==> src/rtl/sa_pkg.sv <==
// Shared types and constants for the bit-serial adder driver.
// FSM encoding, phase lengths and the carry helper.
package sa_pkg;

    typedef enum logic [1:0] {
        IDLE  = 2'd0,
        CLEAR = 2'd1,
        SHIFT = 2'd2,
        DONE  = 2'd3
    } state_t;

    localparam int CLEAR_CYCLES = 1;
    localparam int DONE_CYCLES  = 1;

    function automatic logic maj(input logic x, input logic y, input logic z);
        return (x & y) | (x & z) | (y & z);
    endfunction

endpackage

==> src/rtl/sa_piso.sv <==
// Parallel-in / serial-out operand register, LSB first.
// Load has priority over shift; zeros fill from the MSB side.
module sa_piso #(
    parameter int WIDTH = 8
) (
    input  logic             clk,
    input  logic             reset,
    input  logic             load,
    input  logic             shift,
    input  logic [WIDTH-1:0] din,
    output logic             dout
);

    logic [WIDTH-1:0] q;

    always_ff @(posedge clk or negedge reset) begin
        if (!reset) begin
            q <= '0;
        end else if (load) begin
            q <= din;
        end else if (shift) begin
            q <= {1'b0, q[WIDTH-1:1]};
        end
    end

    assign dout = q[0];

endmodule

==> src/rtl/sa_driver.sv <==
// Drives a registered bit-serial adder and reassembles its sum.
// Serial outputs trail the FSM state by one registered cycle.
module sa_driver
    import sa_pkg::*;
#(
    parameter int WIDTH = 8
) (
    input  logic             clk,
    input  logic             reset,
    input  logic             start,
    input  logic [WIDTH-1:0] a_in,
    input  logic [WIDTH-1:0] b_in,
    input  logic             cin_in,
    output logic             busy,
    output logic             done,
    output logic [WIDTH-1:0] sum,
    output logic             cout,
    output logic             err,
    output logic             ser_clr,
    output logic             ser_a,
    output logic             ser_b,
    output logic             ser_cin,
    input  logic             ser_s
);

    localparam int KW = $clog2(WIDTH + 1);
    localparam logic [KW-1:0] K_LAST = KW'(WIDTH);
    localparam logic [KW-1:0] K_CLR  = KW'(CLEAR_CYCLES - 1);
    localparam logic [KW-1:0] K_DONE = KW'(DONE_CYCLES - 1);

    state_t state, state_n;
    logic [KW-1:0] k, k_n;
    logic accept, present;
    logic pa, pb;
    logic c, e_q, v1, v2;

    assign accept  = (state == IDLE) && start;
    assign present = (state == SHIFT) && (k < K_LAST);

    sa_piso #(.WIDTH(WIDTH)) u_piso_a (
        .clk   (clk),
        .reset (reset),
        .load  (accept),
        .shift (present),
        .din   (a_in),
        .dout  (pa)
    );

    sa_piso #(.WIDTH(WIDTH)) u_piso_b (
        .clk   (clk),
        .reset (reset),
        .load  (accept),
        .shift (present),
        .din   (b_in),
        .dout  (pb)
    );

    always_comb begin
        state_n = state;
        k_n     = k;
        unique case (state)
            IDLE: begin
                if (start) begin
                    state_n = CLEAR;
                    k_n     = '0;
                end
            end
            CLEAR: begin
                if (k == K_CLR) begin
                    state_n = SHIFT;
                    k_n     = '0;
                end else begin
                    k_n = k + 1'b1;
                end
            end
            SHIFT: begin
                if (k == K_LAST) begin
                    state_n = DONE;
                    k_n     = '0;
                end else begin
                    k_n = k + 1'b1;
                end
            end
            DONE: begin
                if (k == K_DONE) begin
                    state_n = IDLE;
                    k_n     = '0;
                end else begin
                    k_n = k + 1'b1;
                end
            end
            default: begin
                state_n = IDLE;
                k_n     = '0;
            end
        endcase
    end

    always_ff @(posedge clk or negedge reset) begin
        if (!reset) begin
            state <= IDLE;
            k     <= '0;
            busy  <= 1'b0;
        end else begin
            state <= state_n;
            k     <= k_n;
            busy  <= (state_n != IDLE);
        end
    end

    // v1 marks a presented bit, v2 marks the cycle its ser_s returns
    always_ff @(posedge clk or negedge reset) begin
        if (!reset) begin
            done    <= 1'b0;
            sum     <= '0;
            cout    <= 1'b0;
            err     <= 1'b0;
            ser_clr <= 1'b0;
            ser_a   <= 1'b0;
            ser_b   <= 1'b0;
            ser_cin <= 1'b0;
            c       <= 1'b0;
            e_q     <= 1'b0;
            v1      <= 1'b0;
            v2      <= 1'b0;
        end else begin
            ser_clr <= (state == CLEAR);
            ser_a   <= present ? pa : 1'b0;
            ser_b   <= present ? pb : 1'b0;
            v1      <= present;
            v2      <= v1;
            done    <= (state == DONE);
            if (accept) begin
                sum     <= '0;
                cout    <= 1'b0;
                err     <= 1'b0;
                ser_cin <= cin_in;
            end
            if (state == CLEAR) begin
                c <= ser_cin;
            end else if (v1) begin
                c   <= maj(ser_a, ser_b, c);
                e_q <= ser_a ^ ser_b ^ c;
            end
            if (v2) begin
                sum <= {ser_s, sum[WIDTH-1:1]};
                if (ser_s != e_q) begin
                    err <= 1'b1;
                end
            end
            if (state == DONE) begin
                cout <= c;
            end
        end
    end

endmodule

==> config.mk <==
export PLATFORM = sky130hd
export DESIGN_NAME = sa_driver
export DESIGN_NICKNAME = d
export VERILOG_FILES = /design/src/rtl/sa_pkg.sv /design/src/rtl/sa_piso.sv /design/src/rtl/sa_driver.sv
export SDC_FILE = /design/constraint.sdc
export NUM_CORES = 1
export LEC_CHECK = 0
export CAP_MARGIN = 10
export CELL_PAD_IN_SITES_DETAIL_PLACEMENT = 0
export CELL_PAD_IN_SITES_GLOBAL_PLACEMENT = 2
export CORE_MARGIN = 2
export CORE_UTILIZATION = 30
export DETAILED_ROUTE_END_ITERATION = 10
export PLACE_DENSITY = 0.85
export SLEW_MARGIN = 20
export SYNTH_ARGS = -nofsm -noshare
export SYNTH_HDL_FRONTEND = slang
export SYNTH_SLANG_ARGS = --single-unit
==> constraint.sdc <==
create_clock -name clk -period 1.7 [get_ports clk]
set_input_delay 0.255 -clock clk [delete_from_list [all_inputs] [get_ports clk]]
set_output_delay 0.255 -clock clk [all_outputs]
set_load 0.01 [all_outputs]
==> impl_metrics.tcl, run 1 <==
set metrics [dict create \
    synth_edf_count 0 \
    placed_cells 295 \
    hp-class "in -> async" \
    async_flop_share 1.00 \
    path_clk_slew_ps 80 \
    synth_largest_area_cell "dfrtp_1" \
    p_int_mw 2.78 \
    seq_area_mm2 0.00105 \
    cts_buffer_depth 2 \
    syn-num-nets 210 \
    coreArea_mm2 0.00596 \
    tightest_slew_ps 528 \
    synth-seq-cells 42 \
    wire_per_inst_um 12.5 \
    slew_headroom 0.648 \
    drtIter0Drc 95 \
    start_kind "flip-flop" \
    seq_area_frac_synth 0.563 \
    cap_viol_max_count 0 \
    ys_top_cells_by_count "nand2_1 (52), dfrtp_1 (42), nor3_1 (15), a31oi_1 (14), o21ai_1 (9)" \
    dieHeight_um 82.9 \
    grt_first_pass_wirelength_mm 6.76 \
    drt_first_pass_iters 4 \
    p_per_area_mw_per_mm2 1800 \
    filler_cell_count 615 \
    synth.avg_cell_area_um2 10.0 \
    htree_num_levels 2 \
    grt-ovfl-total 0 \
    synth_cell_types 33 \
    worst-path-buf-inv 1 \
    r2r_cells 5 \
    synth.most_common_cell "nand2_1" \
    slowest_delay_ps 550 \
    r2r_slack_ps 230 \
    vias 1434 \
    pin_count 37 \
    syn2layout_area_growth_pct 29.3 \
    wl_mm 3.80 \
    critical-path-top-delay-family "buffers and inverters" \
    grt_setup_unrepaired "no" \
    hpwl_mm 2.60 \
    slowest_stage "clkdlybuf4s50_1" \
    clock.fmax_mhz 670 \
    outcome "complete, no violations" \
    swShare 0.361 \
    drive_above_1_share 0.0965 \
    syn_area_mm2 0.00187 \
    nets 251 \
    fin_cells 303 \
    yosys.area.top_type_share 0.563 \
    antenna_found_initial 0 \
    gp_congestion 0.733 \
    final_hold_viol_count 0 \
    period_share 0.879 \
    final_max_slew_viol_count 0 \
    hold_buffers 0 \
    pwr-share-clk 0.181 \
    cts_tree "done" \
    crit_fanout 3 \
    seqPwrFrac 0.413 \
    grt.total_usage 0.121 \
    cts_setup_buffers 0 \
    r2r-end "u_piso_b.q[7]$_DFFE_PN0P_" \
    synthFlopType "dfrtp_1" \
    ys_warn_count 0 \
    finalSetupTns_ps 0 \
    clk-insertion-delay-late_ps 300 \
    power_frac_comb 0.406 \
    fin_crit_ps 1490 \
    vias_per_cell 4.73 \
    ant_nets 0 \
    cts-buffers-inserted 5 \
    clockRootBuffer "clkbuf_8" \
    crit_arrival_ps 1240 \
    skew_ps 4.85 \
    crit_type "reg -> out" \
    grt_pass1_vias 1366 \
    start_util 0.314 \
    grt_max_degree 43 \
    r2r-start "state[0]$_DFF_PN0_" \
    drcViolationCount 0 \
    cp-end-kind "output port" \
    num_antenna_cells 0 \
    finalSetupViolCount 0 \
    leakagePower_nw 1.03 \
    multiInputGateArea_um2 716 \
    chipWidth_um 82.9 \
    cts.sinks 42 \
    required_ps 1440 \
    fp-row-count 28 \
    port_buffers 36 \
    ctsResizeCount 0 \
    dieArea_mm2 0.00687 \
    postSynthCellCount 186 \
    ys_top_cells_by_area "dfrtp_1 (56%), nand2_1 (10%), a31oi_1 (4.7%)" \
    crit_chain "clkdlybuf4s50_1" \
    peakVddDrop_mv 0.621 \
    p_switching_mw 1.57 \
]
kinds of logic (layout without fill, tap and decap cells):
logic type | after synthesis | in the layout | share of synthesized area
fa+ha+maj | 3 | 3 | 0.0241
compound gates | 37 | 37 | 0.121
mux | 2 | 2 | 0.0114
xor+xnor | 3 | 3 | 0.0141
buf+inv | 17 | 59 | 0.0576
simple gates | 82 | 82 | 0.209
flops | 42 | 42 | 0.563
through the flow:
stage           util  setup WS (ps)  instance area [µm²]  hold WS (ps)  power [mW]
2_1_floorplan      -            272                 1870         -40.6        2.97
3_5_place_dp   0.388           7.30                 2310           366        3.61
4_1_cts        0.406            184                 2420          38.0        4.42
5_1_grt        0.406            138                 2420          55.3        4.73
6_report       0.406            206                 2420          12.8        4.34
3_3_place_gp   0.388           41.4                 2310           359        3.57
power groups by stage:
stage / Sequential [mW] / Clock [mW] / Combinational, mW
floorplan: 1.78 / 0 / 1.19
detailed placement: 1.82 / 0 / 1.79
CTS: 1.80 / 0.820 / 1.80
finish: 1.80 / 0.784 / 1.76
global route: 1.87 / 0.857 / 2.00
global placement: 1.81 / 0 / 1.76
metal layers:
metal,global-route usage,part of all wire,vias to the layer above,routed length (µm)
met2,0.174,0.44,41,1660
met3,0.0378,0.052,4,198
li1,-,-,711,-
met5,0,0,-,0
met1,0.173,0.50,678,1900
met4,0.0402,0.011,0,40
sequential cells by signal (all words and copies together) (netlist names), 2 cells and up:
signal,count
u_piso_a.q,8
state,2
k,4
sum,8
u_piso_b.q,8
area by class of cell:
| class | count | share of cell area |
|---|---|---|
| well taps | 75 | 0.0388 |
| flip-flops and latches | 42 | 0.435 |
| repair buffers | 46 | 0.178 |
| multi-input cells | 127 | 0.296 |
| inverters | 5 | 0.00777 |
| clock buffers | 7 | 0.0316 |
| clock inverters | 1 | 0.0124 |
worst max-delay path by stage:
stage                                   from                         to  slack [ps]  depth (start not counted)
after floorplan           state[1]$_DFF_PN0_  u_piso_a.q[0]$_DFFE_PN0P_         270                          6
after global placement                 start  u_piso_b.q[7]$_DFFE_PN0P_          40                          6
after detailed placement               start  u_piso_b.q[7]$_DFFE_PN0P_           7                          6
after CTS                 sum[6]$_DFFE_PN0P_                     sum[6]         180                          1
after global routing      state[0]$_DFF_PN0_  u_piso_b.q[6]$_DFFE_PN0P_         140                          5
final                     sum[6]$_DFFE_PN0P_                     sum[6]         210                          1
layout by cell type (no fill, tap or decap):
master and n:
nand2_1 52, dfrtp_1 42, clkdlybuf4s50_1 35, nor3_1 15
a31oi_1 14, buf_4 10, o21ai_1 9, inv_1 5
clkbuf_8 5, o21ai_0 4, and2_1 3, a21oi_1 3
a22o_1 3, nand2b_1 2, nor3b_4 2, xor2_1 2
o41ai_1 2, nor2_1 2, ha_1 2, clkbuf_1 2
nor3b_2 1, xnor2_1 1, nand3b_1 1, or3b_1 1
o211ai_1 1, or2_0 1, nand3_2 1, o31ai_1 1
nand3_1 1, mux2i_1 1, mux2_2 1, fa_1 1
bufinv_16 1, buf_2 1
Note: power is estimated with default switching activity, not from simulation.
==> inputs of run 2 (changes only) <==
CORE_UTILIZATION = 31   (was 30)
PLACE_DENSITY = 0.87   (was 0.85)
==> run 2 against run 1 <==
Compared with the run above:
- critical path depth is the same
- highest routed layer unchanged
- power shrank 1.9%
- largest cell class unchanged
- routed wire length shrank 3.2%
- critical endpoint is now ser_cin
- die area shrank 3.1%
- core utilization grew 0.80 points
==> impl_metrics.tcl, run 2 (synthesis gave the netlist of run 1 again) <==
set metrics [dict create \
    outcome "complete, no violations" \
    clk-insertion-delay-late_ps 290 \
    skew_ps 4.57 \
    final_hold_viol_count 0 \
    drtIter0Drc 92 \
    p_per_area_mw_per_mm2 1750 \
    drive_above_1_share 0.109 \
    tightest_slew_ps 455 \
    vias 1442 \
    slowest_delay_ps 570 \
    grt_max_degree 26 \
    nets 253 \
    worst-path-buf-inv 1 \
    crit_arrival_ps 1250 \
    grt.total_usage 0.124 \
    ant_nets 0 \
    fin_cells 305 \
    finalPower_mw 4.26 \
    clock.fmax_mhz 665 \
    swShare 0.368 \
    hpwl_mm 2.67 \
    finalSetupTns_ps 0 \
    clockRootBuffer "clkbuf_8" \
    required_ps 1440 \
    period_share 0.884 \
    htree_num_levels 2 \
    slew_headroom 0.697 \
    wl_mm 3.68 \
    filler_cell_count 592 \
    gp_congestion 0.773 \
    port_buffers 36 \
    dieArea_mm2 0.00666 \
    pwr-share-clk 0.155 \
    num_antenna_cells 0 \
    finalSetupViolCount 0 \
    grt_first_pass_wirelength_mm 6.35 \
    drcViolationCount 0 \
    holdWs_ps 421 \
    cts_tree "done" \
    dieHeight_um 81.6 \
    cap_viol_max_count 0 \
    power_frac_comb 0.425 \
    grt-ovfl-total 0 \
    ctsResizeCount 0 \
    drt_first_pass_iters 4 \
    path_clk_slew_ps 80 \
    antenna_found_initial 0 \
    start_kind "flip-flop" \
    fp-row-count 28 \
    crit_fanout 3 \
    design_area_mm2 0.00243 \
    start_util 0.317 \
    reg_top3 "sum: 8 flops, u_piso_a.q: 8 flops, u_piso_b.q: 8 flops" \
    chipWidth_um 81.6 \
    final_max_slew_viol_count 0 \
    cts_buffer_depth 2 \
    coreArea_mm2 0.00589 \
    leakagePower_nw 1.04 \
    grt_setup_unrepaired "no" \
    p_int_mw 2.69 \
    layout_commonest_cell "nand2_1" \
    peakVddDrop_mv 0.633 \
    final_cell_mix "nand2_1 (52), dfrtp_1 (42), clkdlybuf4s50_1 (35), nor3_1 (15), a31oi_1 (14)" \
    fin_crit_ps 1500 \
    cts.sinks 42 \
    critical-path-top-delay-family "buffers and inverters" \
    crit_type "reg -> out" \
    slowest_stage "clkdlybuf4s50_1" \
    seqPwrFrac 0.420 \
    hp-class "reg -> reg" \
    p_switching_mw 1.57 \
    pin_count 37 \
    wire_per_inst_um 12.1 \
    crit_chain "clkdlybuf4s50_1" \
    cp-end-kind "output port" \
    syn2layout_area_growth_pct 30.3 \
    grt_pass1_vias 1331 \
    vias_per_cell 4.73 \
    placed_cells 296 \
    cts-buffers-inserted 5 \
    place_area_mm2 0.00233 \
]
## run 2: cell count changes in the layout (fill, tap and decap cells not counted), sizes merged
cell         before  now
buf              11   12
bufinv            1    0
clkbuf            7    6
clkinv            0    1
clkinvlp          0    1
dlygate4sd3       0    1
## run 2: final timing paths
path	from	to	slack (ps)	depth (start not counted)
worst max-delay path	ser_cin$_DFFE_PN0P_	ser_cin	200	1
worst min-delay path	v1$_DFF_PN0_	v2$_DFF_PN0_	420	0
worst min register to register	v1$_DFF_PN0_	v2$_DFF_PN0_	420	0
min in group asynchronous	reset	sum[1]$_DFFE_PN0P_	450	2
worst max register to register	state[0]$_DFF_PN0_	u_piso_a.q[7]$_DFFE_PN0P_	230	5
max in group asynchronous	reset	u_piso_b.q[2]$_DFFE_PN0P_	770	3
## run 2: power groups by stage
| stage | Clock [mW] | Combinational (mW) | Sequential (mW) |
|---|---|---|---|
| finish | 0.658 | 1.81 | 1.79 |
| global route | 0.732 | 2.06 | 1.85 |
| CTS | 0.693 | 1.84 | 1.80 |
| detailed placement | 0 | 1.83 | 1.82 |
| global placement | 0 | 1.80 | 1.81 |
| floorplan | 0 | 1.19 | 1.78 |
## run 2: cell type report
class | count | area [µm²] | share of cell area
inverter | 5 | 18.8 | 0.00771
clock buffer | 6 | 82.6 | 0.0339
multi-input combinational | 127 | 716 | 0.294
tap | 75 | 93.8 | 0.0385
sequential | 42 | 1050 | 0.432
clock inverter | 2 | 12.5 | 0.00514
timing repair buffer | 48 | 460 | 0.189
## run 2: stage by stage
step | setup slack [ps] | utilization
6_report | 197 | 0.414
5_1_grt | 122 | 0.414
4_1_cts | 176 | 0.414
3_5_place_dp | 29.5 | 0.396
3_3_place_gp | 54.0 | 0.396
2_1_floorplan | 272 | -
## run 2: per-layer routing
| metal | global-route usage | wire length (µm) | up-vias |
|---|---|---|---|
| met5 | 0 | 0 | - |
| met2 | 0.198 | 1700 | 37 |
| met4 | 0.0350 | 43 | 0 |
| met1 | 0.164 | 1760 | 681 |
| li1 | - | - | 719 |
| met3 | 0.0374 | 169 | 5 |
## run 2: repair_timing
action | CTS | global route
hold buffers | 1 | 0
buffers inserted | 0 | 0
hold endpoints to repair | 17 | 0
